==> src/rtl/flag_sequencer.sv <==
// Status-flag controller for the MEH16 core: Z/S refresh, arbitrated carry commit,
// flag save/restore stack and a branch-condition evaluator with a ready/valid handshake.
//
// Carry FSM states:
//   state    | meaning
//   IDLE     | no carry-producing op outstanding
//   PEND_ALU | ALU op issued last cycle, C takes alu_c_flag this cycle
//   PEND_A   | A-unit op issued last cycle, C takes a_c_flag this cycle
module flag_sequencer #(
    parameter int STACK_DEPTH = 4
) (
    input  logic        clk,
    input  logic        rst,
    input  logic [15:0] a_out,
    input  logic        alu_op,
    input  logic        alu_c_flag,
    input  logic        a_op,
    input  logic        a_c_flag,
    input  logic        save,
    input  logic        restore,
    input  logic        cond_valid,
    input  logic [2:0]  cond,
    output logic        cond_ready,
    output logic        taken_valid,
    output logic        taken,
    output logic [2:0]  flags,
    output logic        stack_err
);

    localparam int SP_W = $clog2(STACK_DEPTH) + 1;
    localparam int IDX_W = SP_W - 1;
    localparam logic [SP_W-1:0] SP_FULL = SP_W'(STACK_DEPTH);

    typedef enum logic [1:0] {
        IDLE,
        PEND_ALU,
        PEND_A
    } carry_state_t;

    carry_state_t state, state_next;

    logic [SP_W-1:0]  sp;
    logic [SP_W-1:0]  sp_m1;
    logic [2:0]       stack_mem [STACK_DEPTH];
    logic             push_ok;
    logic             pop_ok;
    logic             stack_fault;
    logic             c_next;
    logic [2:0]       flags_next;
    logic             accept;
    logic             cond_result;

    assign sp_m1       = sp - 1'b1;
    assign push_ok     = save && !restore && (sp != SP_FULL);
    assign pop_ok      = restore && !save && (sp != '0);
    assign stack_fault = (save && !restore && (sp == SP_FULL))
                      || (restore && !save && (sp == '0));

    assign cond_ready  = (state == IDLE) && !restore;
    assign accept      = cond_valid && cond_ready;

    // A new op always wins the next state, so back-to-back ops need no special case.
    always_comb begin
        state_next = IDLE;
        c_next     = flags[1];
        case (state)
            PEND_ALU: c_next = alu_c_flag;
            PEND_A:   c_next = a_c_flag;
            default:  c_next = flags[1];
        endcase
        if (alu_op) begin
            state_next = PEND_ALU;
        end else if (a_op) begin
            state_next = PEND_A;
        end
    end

    always_comb begin
        flags_next = {a_out[15], c_next, (a_out == 16'h0000)};
        if (pop_ok) begin
            flags_next = stack_mem[sp_m1[IDX_W-1:0]];
        end
    end

    always_comb begin
        cond_result = 1'b0;
        case (cond)
            3'b000:  cond_result = 1'b1;
            3'b001:  cond_result = flags[0];
            3'b010:  cond_result = !flags[0];
            3'b011:  cond_result = flags[1];
            3'b100:  cond_result = !flags[1];
            3'b101:  cond_result = flags[2];
            3'b110:  cond_result = !flags[2];
            default: cond_result = 1'b0;
        endcase
    end

    always_ff @(posedge clk) begin
        if (rst) begin
            state       <= IDLE;
            flags       <= 3'b001;
            sp          <= '0;
            stack_err   <= 1'b0;
            taken       <= 1'b0;
            taken_valid <= 1'b0;
        end else begin
            state       <= state_next;
            flags       <= flags_next;
            taken_valid <= accept;
            if (accept) begin
                taken <= cond_result;
            end
            if (push_ok) begin
                sp <= sp + 1'b1;
            end else if (pop_ok) begin
                sp <= sp_m1;
            end
            if (stack_fault) begin
                stack_err <= 1'b1;
            end
        end
    end

    // Stack contents are left unreset; only sp defines which slots are live.
    always_ff @(posedge clk) begin
        if (!rst && push_ok) begin
            stack_mem[sp[IDX_W-1:0]] <= flags;
        end
    end

endmodule
==> config.mk <==
export PLATFORM = sky130hd
export DESIGN_NAME = flag_sequencer
export DESIGN_NICKNAME = d
export VERILOG_FILES = /design/src/rtl/flag_sequencer.sv
export SDC_FILE = /design/constraint.sdc
export NUM_CORES = 1
export LEC_CHECK = 0
export CORE_MARGIN = 2
export CORE_UTILIZATION = 48
export CTS_BUF_LIST = sky130_fd_sc_hd__clkbuf_16
export DETAILED_ROUTE_END_ITERATION = 10
export PLACE_DENSITY = 0.9
export SLEW_MARGIN = 20
export SYNTH_ARGS = -nofsm -noshare
export SYNTH_HDL_FRONTEND = slang
export SYNTH_SLANG_ARGS = --single-unit
==> constraint.sdc <==
create_clock -name clk -period 2.7 [get_ports clk]
set_input_delay 0.405 -clock clk [delete_from_list [all_inputs] [get_ports clk]]
set_output_delay 0.405 -clock clk [all_outputs]
set_load 0.01 [all_outputs]
==> impl_metrics.py <==
metrics = {
    "final_layout": {
        "nNetsFinal": 164,
        "fillCellCount": 159,
        "n_antenna_cell": 0,
        "fin_area_um2": 1544,
        "layout-drive-gt1-share": 0.06154,
        "fin_util": 0.6980,
        "syn2layout_area_growth_pct": 38.65,
    },
    "sta": {
        "tightest_slew_ns": 0.4430,
        "setup_viol": 0,
        "post-route-period-util": 0.8273,
        "fin_tns_setup_ns": 0,
        "rsz0062_at_grt": "false",
        "max_freq_mhz": 447.7,
        "drv_slew": 0,
        "maxSlewHeadroom": 0.7037,
        "fin_skew_ns": 0.001739,
        "fin_crit_ns": 2.234,
        "hold_viol": 0,
    },
    "worst_setup_path": {
        "end_kind": "output pin",
        "worstPathCellList": "clkdlybuf4s50_1 -> nor3_1 -> clkdlybuf4s50_1",
        "cpMostUsedCell": "clkdlybuf4s50_1",
        "worst-r2r-setup-slack_ns": 0.70,
        "cp_num_buf_inv": 2,
        "critPathSlowestCell": "clkdlybuf4s50_1",
        "r2r_cells": 5,
        "cp_top_family": "buffers and inverters",
        "r2r-end": "stack_mem[3][0]$_DFFE_PP_",
        "critPathKind": "in -> out",
        "crit_arrival_ns": 1.83,
        "reg2reg_from": "sp[0]$_SDFFE_PP0P_",
        "crit_required_ns": 2.30,
        "cp_max_fo": 8,
        "crit_path_max_incr_delay_ns": 0.59,
        "cp-start-kind": "primary input",
    },
    "power_and_ir_drop": {
        "powerDensity_nw_per_um2": 576.1,
        "p_leak_uw": 0.0005759,
        "power_uw": 889.5,
        "ir_drop_mv": 0.4908,
    },
    "floorplan": {
        "die_w_um": 52.17,
        "coreArea_um2": 2212,
        "io-pin-count": 35,
        "initial_core_util": 0.5034,
        "dieArea_um2": 2721,
        "die-height_um": 52.17,
        "row_count": 17,
    },
    "logic_synthesis": {
        "postSynthAreaPerCell_um2": 11.60,
        "synthCells": 96,
        "yosys.area_share.simple": 0.2045,
        "synth_area_um2": 1114,
        "synth_edf_count": 12,
        "synth_top_family_by_area": "simple AND/OR/NAND/NOR gates",
        "synth_compound_area_frac": 0.09101,
        "synth_cell_types": 34,
        "yosysWarningCount": 0,
        "synth-seq-cells": 23,
        "syn-num-nets": 129,
        "ys_async_sr_fraction": 0,
        "synth_xor_area_frac": 0.007865,
        "synthMuxAreaShare": 0.08764,
        "ys_seq_area_frac": 0.5213,
        "synthFlopType": "edfxtp_1",
        "synth_fa_ha_area_frac": 0.05618,
    },
    "route": {
        "drtIter0Drc": 13,
        "firstDrtPassIters": 4,
        "drc": 0,
        "vias": 916,
        "ant_nets": 0,
        "wire_per_inst_um": 16.46,
        "drt_wl_total_um": 2601,
        "post_drt_via_cell_ratio": 5.797,
    },
    "clock_tree": {
        "cts_resized": 0,
        "postCtsSetupRepairBufs": 0,
        "clk_pin_slew_ns": 0.06,
        "cts.sinks": 23,
        "clk_latency_ns": 0.26,
        "root_buffer": "clkbuf_16",
        "ctsHtreeMaxLevel": 1,
        "cts_tree": "yes",
        "cts_hold_buffers": 0,
        "numCtsBuffers": 3,
        "clk_path_buf_depth": 2,
    },
    "worst_hold_path": {
        "hold_path_class": "reg -> reg",
        "hold_path_end": "taken$_SDFFE_PP0P_",
        "min_path_cells": 2,
        "hold_start": "taken$_SDFFE_PP0P_",
    },
    "run_status": {
        "status": "completed",
    },
    "placement": {
        "post-dp-hpwl_um": 1992,
        "io_buffer_count": 34,
        "routabilityCongestion": 0.7463,
        "dpl_cell_area_um2": 1465,
    },
    "grt": {
        "grt_pass1_wl_um": 3967,
        "grt_pass1_vias": 920,
        "grt_max_degree": 13,
        "grt_overflow_total": 0,
        "antenna_found_initial": 0,
        "grt_use_total": 0.2102,
    },
    "flow_run": {
        "cap_violations": 0,
    },
}
==> worst reg2reg max path, cell delays in order, from the launching register on <==
cell and delay [ns]:
dfxtp_1 0.54, inv_1 0.15, ha_1 0.30, nand2_1 0.11
and3b_1 0.32, and3_1 0.29
==> cell families after synthesis <==
logic type | Yosys count
flip-flops | 23
adder cells (fa/ha/maj) | 5
AND/OR/NAND/NOR | 39
buffers and inverters | 7
AO/OA/AOI/OAI | 15
multiplexers | 6
XOR/XNOR | 1
==> stage by stage <==
stage	hold slack, ns	cells	worst slack [ns]
finish	0.4940	158	0.4663
CTS	0.4863	158	0.4493
global route	0.4996	158	0.4084
global placement	0.4542	154	0.4911
detailed placement	0.4697	154	0.4759
floorplan	0.4808	96	0.9129
==> layout by cell type, fill, tap and decap left out, drive strengths merged, types with 2 or more instances in the layout <==
cell type and count:
and4b 2, mux2i 3, nor3 4, mux4 3
inv 4, ha 5, and3b 2, edfxtp 12
nor3b 3, o21ai 2, dfxtp 11, nor2b 2
nand2b 2, nor2 6, and3 4, clkdlybuf4s50 34
clkbuf 3, a21oi 5, nor4 4, nand2 8
==> Yosys cell counts, drive strengths merged (2+ instances only) <==
master   n  area (um2)
edfxtp  12       360.4
dfxtp   11       220.2
nand2    8       30.03
nor2     6       22.52
a21oi    5       28.78
ha       5       62.56
and3     4       25.02
nor3     4       20.02
nor4     4       25.02
inv      3       11.26
mux2i    3       30.03
mux4     3       67.56
nor3b    3       22.52
and3b    2       17.52
and4b    2       20.02
buf      2       16.26
clkbuf   2       7.510
nand2b   2       20.02
nor2b    2       12.51
o21ai    2       10.01
==> final cells by class <==
| type | instances | area [um2] | share of cell area |
|---|---|---|---|
| sequential | 23 | 580.6 | 0.3760 |
| clock buffer | 3 | 75.07 | 0.04862 |
| timing repair buffer | 34 | 340.3 | 0.2204 |
| inverter | 3 | 11.26 | 0.007293 |
| multi-input combinational | 66 | 498.0 | 0.3225 |
| tap | 28 | 35.03 | 0.02269 |
| clock inverter | 1 | 3.754 | 0.002431 |
==> power by group <==
| part | internal [uW] | switching [uW] | total (uW) |
|---|---|---|---|
| logic | 95.5 | 69.7 | 165 |
| clock network | 198 | 117 | 315 |
| registers | 388 | 21.9 | 409 |
==> state kept, by name, indices dropped and copies added (netlist names) <==
| signal | count |
|---|---|
| stack_mem | 12 |
| flags | 3 |
| sp | 3 |
| state | 2 |
| stack_err | 1 |
| taken | 1 |
| taken_valid | 1 |
==> worst max path at each step <==
| stage | startpoint | end | slack (ns) | cells past startpoint |
|---|---|---|---|---|
| floorplan | sp[0]$_SDFFE_PP0P_ | stack_mem[0][0]$_DFFE_PP_ | 0.91 | 7 |
| global placement | restore | cond_ready | 0.49 | 3 |
| detailed placement | restore | cond_ready | 0.48 | 3 |
| CTS | restore | cond_ready | 0.45 | 3 |
| global route | restore | cond_ready | 0.41 | 3 |
| finish | restore | cond_ready | 0.47 | 3 |
==> layer usage <==
metal  part of all wire  GRT usage  up-vias  wire length [um]
li1                   -          -      428                 -
met1               0.37     0.2136      438               975
met2               0.51     0.3819       41              1332
met3              0.084    0.05460        9               218
met4              0.029     0.1239        0                75
met5                  0          0        -                 0
Power figures use the tool's default switching activity.
